==> src/rtl/clint.sv <==
// clint: core-local interrupt/exception controller.
// Sits beside the execute stage. It detects ecall, ebreak, mret and enabled
// external interrupts, stalls the pipeline, and writes the trap CSRs through
// the CSR file's clint write port. It then redirects fetch for one cycle.
//
// Ports:
//   clk, rst_n          clock, asynchronous active-low reset
//   int_flag_i[7:0]     level external interrupt lines (any bit set = request)
//   inst_i, inst_addr_i instruction in execute and its address
//   jump_flag_i/addr_i  execute is taking a jump this cycle, and its target
//   hold_flag_i         pipeline already held by another unit
//   csr_mtvec_i, csr_mepc_i, csr_mstatus_i  current CSR values
//   we_o/waddr_o/wdata_o  registered CSR write port (we_o = 0 in IDLE)
//   hold_flag_o         combinational stall request
//   int_assert_o        one-cycle redirect strobe
//   int_addr_o          redirect target; holds until the next strobe
//
// Handshake: the controller has no ready input. hold_flag_o rises in the
// cycle a request is accepted and stays high through every W_* state, so
// execute never writes CSRs while the clint port is busy. int_assert_o is a
// single-cycle strobe with int_addr_o valid in the same cycle, and
// hold_flag_o is low in that cycle.
module clint #(
  parameter logic [31:0] CAUSE_ECALL   = 32'h0000000B,
  parameter logic [31:0] CAUSE_EBREAK  = 32'h00000003,
  parameter logic [31:0] CAUSE_EXT_INT = 32'h8000000B
) (
  input  logic        clk,
  input  logic        rst_n,
  input  logic [7:0]  int_flag_i,
  input  logic [31:0] inst_i,
  input  logic [31:0] inst_addr_i,
  input  logic        jump_flag_i,
  input  logic [31:0] jump_addr_i,
  input  logic        hold_flag_i,
  input  logic [31:0] csr_mtvec_i,
  input  logic [31:0] csr_mepc_i,
  input  logic [31:0] csr_mstatus_i,
  output logic        we_o,
  output logic [31:0] waddr_o,
  output logic [31:0] wdata_o,
  output logic        hold_flag_o,
  output logic        int_assert_o,
  output logic [31:0] int_addr_o
);

  localparam logic [31:0] INST_ECALL  = 32'h00000073;
  localparam logic [31:0] INST_EBREAK = 32'h00100073;
  localparam logic [31:0] INST_MRET   = 32'h30200073;

  localparam logic [31:0] ADDR_MSTATUS = 32'h00000300;
  localparam logic [31:0] ADDR_MEPC    = 32'h00000341;
  localparam logic [31:0] ADDR_MCAUSE  = 32'h00000342;

  typedef enum logic [2:0] {
    S_IDLE,
    S_W_MEPC,
    S_W_MSTATUS,
    S_W_MCAUSE,
    S_W_MRET
  } state_t;

  state_t      state_q, state_d;
  logic [31:0] epc_q, epc_d;
  logic [31:0] cause_q, cause_d;
  logic        we_q, we_d;
  logic [31:0] waddr_q, waddr_d;
  logic [31:0] wdata_q, wdata_d;
  logic        int_assert_q, int_assert_d;
  logic [31:0] int_addr_q, int_addr_d;

  logic        is_ecall, is_ebreak, is_sync, is_mret, is_async, req_any;
  logic [31:0] trap_mstatus, mret_mstatus, async_epc;

  assign is_ecall  = (inst_i == INST_ECALL);
  assign is_ebreak = (inst_i == INST_EBREAK);
  assign is_sync   = is_ecall | is_ebreak;
  assign is_mret   = (inst_i == INST_MRET);
  assign is_async  = (int_flag_i != 8'h00) & csr_mstatus_i[3] & ~hold_flag_i;
  assign req_any   = (state_q == S_IDLE) & (is_sync | is_mret | is_async);

  // The interrupted instruction has not executed yet; if ex is redirecting,
  // the jump target is the first instruction that still has to run.
  assign async_epc = jump_flag_i ? jump_addr_i : inst_addr_i;

  // Trap entry: MPIE <= MIE, MIE <= 0. Trap return: MIE <= MPIE, MPIE <= 1.
  assign trap_mstatus = {csr_mstatus_i[31:8], csr_mstatus_i[3],
                         csr_mstatus_i[6:4], 1'b0, csr_mstatus_i[2:0]};
  assign mret_mstatus = {csr_mstatus_i[31:8], 1'b1,
                         csr_mstatus_i[6:4], csr_mstatus_i[7], csr_mstatus_i[2:0]};

  // The write for a state is computed on entry to that state, so it is
  // visible from the register during the cycle the state is occupied.
  always_comb begin
    state_d      = state_q;
    epc_d        = epc_q;
    cause_d      = cause_q;
    we_d         = 1'b0;
    waddr_d      = 32'h0;
    wdata_d      = 32'h0;
    int_assert_d = 1'b0;
    int_addr_d   = int_addr_q;
    case (state_q)
      S_IDLE: begin
        if (is_sync) begin
          epc_d   = inst_addr_i;
          cause_d = is_ecall ? CAUSE_ECALL : CAUSE_EBREAK;
          state_d = S_W_MEPC;
          we_d    = 1'b1;
          waddr_d = ADDR_MEPC;
          wdata_d = inst_addr_i;
        end else if (is_mret) begin
          state_d = S_W_MRET;
          we_d    = 1'b1;
          waddr_d = ADDR_MSTATUS;
          wdata_d = mret_mstatus;
        end else if (is_async) begin
          epc_d   = async_epc;
          cause_d = CAUSE_EXT_INT;
          state_d = S_W_MEPC;
          we_d    = 1'b1;
          waddr_d = ADDR_MEPC;
          wdata_d = async_epc;
        end
      end
      S_W_MEPC: begin
        state_d = S_W_MSTATUS;
        we_d    = 1'b1;
        waddr_d = ADDR_MSTATUS;
        wdata_d = trap_mstatus;
      end
      S_W_MSTATUS: begin
        state_d = S_W_MCAUSE;
        we_d    = 1'b1;
        waddr_d = ADDR_MCAUSE;
        wdata_d = cause_q;
      end
      S_W_MCAUSE: begin
        state_d      = S_IDLE;
        int_assert_d = 1'b1;
        int_addr_d   = csr_mtvec_i;
      end
      S_W_MRET: begin
        state_d      = S_IDLE;
        int_assert_d = 1'b1;
        int_addr_d   = csr_mepc_i;
      end
      default: state_d = S_IDLE;
    endcase
  end

  always_ff @(posedge clk or negedge rst_n) begin
    if (!rst_n) begin
      state_q      <= S_IDLE;
      epc_q        <= 32'h0;
      cause_q      <= 32'h0;
      we_q         <= 1'b0;
      waddr_q      <= 32'h0;
      wdata_q      <= 32'h0;
      int_assert_q <= 1'b0;
      int_addr_q   <= 32'h0;
    end else begin
      state_q      <= state_d;
      epc_q        <= epc_d;
      cause_q      <= cause_d;
      we_q         <= we_d;
      waddr_q      <= waddr_d;
      wdata_q      <= wdata_d;
      int_assert_q <= int_assert_d;
      int_addr_q   <= int_addr_d;
    end
  end

  assign we_o         = we_q;
  assign waddr_o      = waddr_q;
  assign wdata_o      = wdata_q;
  assign int_assert_o = int_assert_q;
  assign int_addr_o   = int_addr_q;
  assign hold_flag_o  = (state_q != S_IDLE) | req_any;

endmodule

==> config.mk <==
export PLATFORM = sky130hd
export DESIGN_NAME = clint
export DESIGN_NICKNAME = d
export VERILOG_FILES = /design/src/rtl/clint.sv
export SDC_FILE = /design/constraint.sdc
export NUM_CORES = 1
export LEC_CHECK = 0
export ABC_AREA = 1
export ABC_CLOCK_PERIOD_IN_PS = 1200
export CELL_PAD_IN_SITES_DETAIL_PLACEMENT = 0
export CELL_PAD_IN_SITES_GLOBAL_PLACEMENT = 2
export CORE_UTILIZATION = 16
export DETAILED_ROUTE_END_ITERATION = 7
export HOLD_SLACK_MARGIN = 0.03
export PLACE_DENSITY_LB_ADDON = 0.1
export SLEW_MARGIN = 40
export SYNTH_ARGS = -nofsm -noshare
export SYNTH_HDL_FRONTEND = slang
export SYNTH_SLANG_ARGS = --single-unit
==> constraint.sdc <==
create_clock -name clk -period 1.2 [get_ports clk]
set_input_delay 0.18 -clock clk [delete_from_list [all_inputs] [get_ports clk]]
set_output_delay 0.18 -clock clk [all_outputs]
set_load 0.01 [all_outputs]
* Word-level counts from Yosys, hierarchy flattened *
Index checks and enable logic that the tools add are counted.

cells by class
  bitwise logic cells = 8
  equal/unequal tests = 9
  reduce and logical (&&, ||, !) cells = 8
  muxes and demuxes = 23

operators with widths
  kind                    number
  $mux W32                7
  $pmux W32 S3            1
  $pmux W32 S2            1
  $eq A32 B21 Y1 const B  1
  $eq A32 B30 Y1 const B  1
  $eq A32 B7 Y1 const B   1
  $mux W10                3
  $pmux W10 S3            1
  $mux W3                 3
  $pmux W3 S3             1
  $reduce_bool A8 Y1      1
  $eq A3 B2 Y1 const B    2
  $mux W1                 4
  $mux W4                 1
  $ne A4 B4 Y1 const B    1
  $or A1 B1 Y1            4
  $reduce_bool A2 Y1      2
  $reduce_or A2 Y1        2
  $and A1 B1 Y1           3
  $eq A3 B1 Y1 const B    1
  $eq A3 B3 Y1 const B    1
  $logic_not A3 Y1        1
  $reduce_and A3 Y1       1
  $reduce_bool A3 Y1      1
  other kinds (3)         3

storage, ports and cells
  input port bits = 204
  register bits after elaboration = 133
  logic and storage cells = 55

* Longest topological paths before layout *
Gate-level depths: netlist (run 1).

  depth in word-level cells = 7
  gate-level depth with buffers = 11

* Worst setup path before layout (run 1) *
Ideal clock, no wire load.

  path type = register -> register
  start point = register state_q[0]
  end point = register wdata_q[0] (netlist: wdata_o[0])
  data arrival time = 1258 ps
  setup slack = -123 ps
  stages on the path, launching flop included = 9
  data required time = 1135 ps
  setup time = 65 ps
  period minus slack after synthesis = 1323 ps
  path buffers = 1
  cell sequence = dfrtp_1 -> nor2_1 -> inv_2 -> nor2_4 -> nand4_1 -> nand2_2 -> buf_6 -> nand3_1 -> nand2_1

between the ends
  cells in the longest elaborated chain, start to end = 2

RTL lines
  element                                     line  source
  from (decl)                                 63    state_t state_q, state_d;
  from (signal assigned)                      163   state_q <= state_d;
  $eq A3 B2 Y1, or another cell as far along  103   case (state_q)
  $pmux W32 S3 (*)                            103
  named net wdata_d[0]                        68    logic [31:0] wdata_q, wdata_d;
  to (signal assigned)                        168   wdata_q <= wdata_d;
  to (decl)                                   68

Mark *: on every way through the listed nets, which the timed path passes. The rest lies on a longest branch.
A chain may end at the register's enable or synchronous reset.

* Worst setup path after layout (run 1) *
  start point = input port inst_i[14]
  end point = output port hold_flag_o

between the ends
  cells in the longest elaborated chain, start to end = 6

RTL lines
  element                                                 line    source
  from (decl)                                             31      input logic [31:0] inst_i,
  $eq A32 B7 Y1 / $eq A32 B21 Y1 (equally long branches)  75, 76
  $or A1 B1 Y1                                            77      assign is_sync = is_ecall | is_ebreak;
  $or A1 B1 Y1 (*) (2 in series)                          80      assign req_any = (state_q == S_IDLE) & (is_sync | is_mret | is_async);
  $and A1 B1 Y1 (*)                                       80
  $or A1 B1 Y1 (*)                                        179     assign hold_flag_o = (state_q != S_IDLE) | req_any;
  to (decl)                                               42      output logic hold_flag_o,

Every way passes the cells marked *; elsewhere a longest branch is shown, timed or not.

==> results of run 1 <==
-- layer usage --
metal / global-route usage [%] / vias to the layer above / routed length (microns)
li1: - / 2614 / -
met1: 15.7 / 2312 / 8030
met2: 24.0 / 190 / 9980
met3: 3.97 / 17 / 1430
met4: 3.12 / 0 / 221
met5: 0 / - / 0
-- repair_timing --
| item | in CTS | in global routing |
|---|---|---|
| buffers inserted | 24 | 9 |
| hold endpoints to repair | 75 | 0 |
| hold buffers | 1 | 0 |
| pin swaps | 28 | 22 |
| setup endpoints to repair | 146 | 102 |
| cloned | 4 | 5 |
| gates resized for setup | 217 | 95 |
-- sequential cells by signal, summed over array words and instances, names as in the netlist --
| register | count |
|---|---|
| int_assert_o | 1 |
| cause_q | 3 |
| waddr_o | 4 |
| int_addr_o | 32 |
| state_q | 3 |
| wdata_o | 32 |
-- worst max-delay path, stage by stage --
cell and delay [ns]:
dlygate4sd2_1 0.24, inv_1 0.05, nand2_1 0.06, nor2_1 0.12
nand2_1 0.10, nor2_4 0.19, nand3_4 0.13, nand4_1 0.14
buf_2 0.14
-- path summary, 6_finish.rpt --
check	startpoint	end	slack (ns)	cells past startpoint
setup / recovery	inst_i[14]	hold_flag_o	-0.32	9
hold / removal	csr_mstatus_i[9]	wdata_o[9]	0.38	3
setup reg to reg	state_q[0]	int_addr_o[6]	-0.31	10
hold reg to reg	cause_q[1]	cause_q[1]	0.46	2
max in group asynchronous	rst_n	state_q[2]	0.39	3
min in group asynchronous	rst_n	int_addr_o[10]	0.41	3
-- cells in the final DEF, fill, tap and decap left out, types with 4 or more instances in the layout --
cell	instances
nand2_1	168
buf_16	4
buf_4	44
dlygate4sd2_1	28
conb_1	27
a21oi_1	33
nand3_2	11
inv_2	6
buf_6	14
nor2_2	9
inv_1	93
nand3_1	58
o21ai_0	34
nor2_1	61
clkdlybuf4s50_1	170
nor2_4	9
clkbuf_16	13
nand3_4	5
clkdlybuf4s15_1	52
nand2_2	8
buf_12	15
clkbuf_2	21
dfrtp_1	74
-- where the power goes --
group          total (W)  switching (W)  internal, W
Clock            0.00305        0.00116      0.00189
Combinational    0.00634        0.00308      0.00326
Sequential       0.00394       0.000411      0.00353
-- metrics by stage --
| stage | instance area [sq um] | instances | setup TNS, ns |
|---|---|---|---|
| after floorplan | 4570 | 673 | -5.18 |
| after global placement | 7920 | 1314 | -38.63 |
| after detailed placement | 7920 | 1314 | -39.35 |
| after CTS | 8680 | 1354 | -20.74 |
| after global routing | 8880 | 1363 | -22.59 |
| final | 8880 | 1363 | -15.78 |
-- area by class of cell --
| cell class | instances | area (sq um) | share of cell area [%] |
|---|---|---|---|
| Timing Repair Buffer | 358 | 3630 | 40.8 |
| Multi-Input combinational cell | 442 | 2210 | 24.9 |
| Sequential cell | 75 | 1880 | 21.1 |
| Tap cell | 372 | 465 | 5.24 |
| Inverter | 100 | 380 | 4.28 |
| Clock buffer | 11 | 243 | 2.73 |
| Clock inverter | 5 | 82.6 | 0.930 |
-- kinds of logic after synthesis --
| family | after synthesis | share of synthesized area, % |
|---|---|---|
| simple gates | 339 | 32.1 |
| flops | 75 | 42.2 |
| other cells | 1 | 0.0843 |
| compound gates | 76 | 8.69 |
| buf+inv | 156 | 16.9 |
==> results.sh, run 1 <==
export IMPL_cts_tree="built"
export IMPL_cts_clk_slew_worst_paths_ns=0.06
export IMPL_grt_pass1_vias=5239
export IMPL_grt_util_all_layers_pct=13.4
export IMPL_yosysWarnings=0
export IMPL_crit_required_ns=1.02
export IMPL_top_level_ports=303
export IMPL_n_fill_cell=2950
export IMPL_clock_sinks=75
export IMPL_start_kind="input pin"
export IMPL_synth_edff_count=0
export IMPL_dieWidth_microns=169
export IMPL_insertion_delay_ns=0.34
export IMPL_fin_ws_ns=-0.318
export IMPL_cp_max_fo=3
export IMPL_fin_nets=1190
export IMPL_hp_class="in -> reg"
export IMPL_drt_total_wl_microns=19700
export IMPL_hold_viol=0
export IMPL_violations="setup timing"
export IMPL_hold_slack_ns=0.376
export IMPL_setup_viol=71
export IMPL_dr_pass1_iters=4
export IMPL_rsz0062_at_grt="yes"
export IMPL_grt_pass1_wl_microns=29200
export IMPL_route_detailed_drc=0
export IMPL_area_growth_pct=99.7
export IMPL_numCtsBuffers=9
export IMPL_clock_skew_ns=0.0130
export IMPL_syn_area_sq_um=4450
export IMPL_synth_commonest_cells="nand2_1, inv_1, dfrtp_1, nor2_1, nand3_1"
export IMPL_total_power_w=0.0133
export IMPL_dp_final_hpwl_microns=13600
export IMPL_ant_nets=0
export IMPL_postLayoutCoreUtil_pct=32.8
export IMPL_peakVddDrop_v=0.000705
export IMPL_synth_top_cell_area_share_pct=42.2
export IMPL_ys_ff_latch=75
export IMPL_place_ws_ns=-0.900
export IMPL_ys_async_sr_fraction_pct=100
export IMPL_root_buffer="clkbuf_16"
export IMPL_die_h_microns=169
export IMPL_yosys_area_top_type="dfrtp_1"
export IMPL_status="finished with violations"
export IMPL_grt_overflow=0
export IMPL_powerDensity_nw_per_um2=1500
export IMPL_routed_via_count=5133
export IMPL_clock_path_buffers=2
export IMPL_cap_violations=0
export IMPL_worst_setup_path_type="in -> out"
export IMPL_crit_arrival_ns=1.34
export IMPL_synthFlopType="dfrtp_1"
export IMPL_syn_inst=647
export IMPL_dieArea_sq_um=28500
export IMPL_cp_end_kind="output pin"
export IMPL_synth_area_leaders="dfrtp_1, nand2_1, inv_1, nand3_1, nor2_1"
export IMPL_via_per_inst=3.77
export IMPL_synth_most_common_cell="nand2_1"
export IMPL_antenna_found_initial=0
export IMPL_wl_per_cell_microns=14.4
export IMPL_yosys_cell_types_count=26
export IMPL_drv_slew=0
export IMPL_synth_avg_cell_area_sq_um=6.87
export IMPL_layout_drive_gt1_share_pct=18.9
export IMPL_io_buffers=275
export IMPL_leakage_nw=4.28
export IMPL_antenna_cells=0
export IMPL_post_route_period_util_pct=126
export IMPL_start_util_pct=16.4
export IMPL_ys_seq_area_share_pct=42.2
export IMPL_timing_fmax_ghz=0.659
export IMPL_grt_start_max_net_pins=76
export IMPL_htreeDepth=3
export IMPL_drt_iter0_markers=200
export IMPL_rows=60
export IMPL_gp_congestion=0.715
export IMPL_core_area_sq_um=27100
export IMPL_min_period_ns=1.52
(Power assumes the default switching activity.)
==> run 2: changes to the inputs <==
Settings changed: CTS_BUF_LIST set to sky130_fd_sc_hd__clkbuf_4 sky130_fd_sc_hd__clkbuf_8.
==> run 2 against run 1 <==
The run still ends with setup timing left. Total power shrank 1.7%. Final area shrank 0.82%. Via count grew 0.74%. Largest cell class unchanged. Largest power group unchanged. Highest routed layer unchanged.
==> results.sh, run 2 (synthesized netlist as in run 1, its figures left out) <==
export IMPL_status="finished with violations"
export IMPL_violations="setup timing"
export IMPL_core_area_sq_um=27100
export IMPL_clock_path_buffers=2
export IMPL_min_period_ns=1.61
export IMPL_cp_max_fo=7
export IMPL_dpl_cell_count=1314
export IMPL_cp_end_kind="flip-flop"
export IMPL_grt_util_all_layers_pct=13.7
export IMPL_wl_per_cell_microns=14.6
export IMPL_powerDensity_nw_per_um2=1490
export IMPL_grt_pass1_vias=5273
export IMPL_drt_iter0_markers=152
export IMPL_dieArea_sq_um=28500
export IMPL_layout_drive_gt1_share_pct=25.9
export IMPL_stdcell_count=1371
export IMPL_clock_skew_ns=0.0165
export IMPL_setup_viol=74
export IMPL_dieWidth_microns=169
export IMPL_final_common_cell="clkdlybuf4s50_1"
export IMPL_clock_sinks=75
export IMPL_htreeDepth=3
export IMPL_final_cell_mix="clkdlybuf4s50_1, nand2_1, inv_1"
export IMPL_antenna_found_initial=0
export IMPL_cp_slowest_cell="dfrtp_1"
export IMPL_rows=60
export IMPL_crit_required_ns=1.51
export IMPL_dp_final_hpwl_microns=13600
export IMPL_antenna_cells=0
export IMPL_cap_violations=0
export IMPL_drt_total_wl_microns=20000
export IMPL_postLayoutCoreUtil_pct=32.5
export IMPL_routed_via_count=5171
export IMPL_start_kind="flip-flop"
export IMPL_area_growth_pct=98.1
export IMPL_crit_path_cell_trace="nor2_2, inv_2, nor2_4, buf_6, nand4_1, nand2_4, clkbuf_16, nand3_2, nand2_1"
export IMPL_hp_class="in -> reg"
export IMPL_via_per_inst=3.77
export IMPL_grt_pass1_wl_microns=29600
export IMPL_grt_start_max_net_pins=76
export IMPL_route_detailed_drc=0
export IMPL_rsz0062_at_grt="yes"
export IMPL_worst_setup_path_type="reg -> reg"
export IMPL_root_buffer="clkbuf_8"
export IMPL_hold_viol=0
export IMPL_cts_tree="built"
export IMPL_top_level_ports=303
export IMPL_n_fill_cell=2956
export IMPL_cts_clk_slew_worst_paths_ns=0.09
export IMPL_drv_slew=0
export IMPL_dr_pass1_iters=4
export IMPL_numCtsBuffers=9
export IMPL_peakVddDrop_v=0.000600
export IMPL_grt_overflow=0
export IMPL_total_power_w=0.0131
export IMPL_crit_arrival_ns=1.91
export IMPL_start_util_pct=16.4
export IMPL_insertion_delay_ns=0.37
export IMPL_fin_nets=1198
export IMPL_ant_nets=0
export IMPL_fin_ws_ns=-0.406
export IMPL_cp_top_family="simple AND/OR/NAND/NOR gates"
export IMPL_die_h_microns=169
export IMPL_path_buf_inv=3
export IMPL_critPathMaxStageDelay_ns=0.39
export IMPL_leakage_nw=4.26
export IMPL_post_route_period_util_pct=134
export IMPL_timing_fmax_ghz=0.623
export IMPL_io_buffers=275
export IMPL_gp_congestion=0.715
[run 2: cell count changes in the layout (fill, tap and decap cells not counted), sizes merged]
cell           delta
clkdlybuf4s15    -36
clkbuf            -7
bufbuf            +1
buf              +49
dlygate4sd2       -5
dlymetal6s2s      +6
[run 2: worst paths after layout]
| path | cells past startpoint | start | slack (ns) | end |
|---|---|---|---|---|
| worst max-delay path | 9 | state_q[0] | -0.41 | wdata_o[6] |
| worst min-delay path | 3 | csr_mstatus_i[18] | 0.34 | wdata_o[18] |
| worst max register to register | 9 | state_q[0] | -0.41 | wdata_o[6] |
| worst min register to register | 2 | cause_q[1] | 0.47 | cause_q[1] |
| max in group asynchronous | 3 | rst_n | 0.42 | state_q[2] |
| min in group asynchronous | 3 | rst_n | 0.38 | int_addr_o[10] |
[run 2: routing by layer]
layer,GRT usage (%),wire [microns]
met5,0,0
met4,3.20,260
met3,3.90,1510
met2,24.9,10200
met1,15.7,8050
[run 2: through the flow]
stage / TNS [ns] / instance area, sq um / setup WS, ns / hold slack, ns
after detailed placement: -39.35 / 7920 / -0.900 / 0.259
after floorplan: -5.18 / 4570 / -0.123 / -0.116
after global placement: -38.63 / 7920 / -0.883 / 0.269
after global routing: -28.15 / 8810 / -0.509 / 0.319
final: -21.05 / 8810 / -0.406 / 0.342
after CTS: -22.91 / 8580 / -0.434 / 0.306
[run 2: timing repair]
action / 4_1_cts / 5_1_grt
hold buffers: 1 / 0
cloned: 6 / 3
endpoints found under the setup margin: 145 / 108
pin swaps: 20 / 41
gates resized for setup: 301 / 107
setup buffers: 27 / 9
hold endpoints to repair: 75 / 0
[run 2: cell type report]
| cell class | instances | area [sq um] | area share [%] |
|---|---|---|---|
| clock buffer | 11 | 145 | 1.65 |
| clock inverter | 5 | 82.6 | 0.937 |
| multi-input combinational | 442 | 2280 | 25.9 |
| inverter | 100 | 378 | 4.29 |
| tap | 372 | 465 | 5.28 |
| sequential | 75 | 1880 | 21.3 |
| timing repair buffer | 366 | 3580 | 40.7 |
[run 2: worst min-delay path, delay by kind of cell]
family                 cells  cell delay (ns)
buffers and inverters      1             0.40
and+or+nand+nor            2             0.10
[run 2: power by group]
group          internal [W]  switching (W)  leakage, nW
registers           0.00352       0.000392        0.905
clock network       0.00127        0.00108        0.118
logic               0.00353        0.00332         3.24
total               0.00832        0.00479         4.26
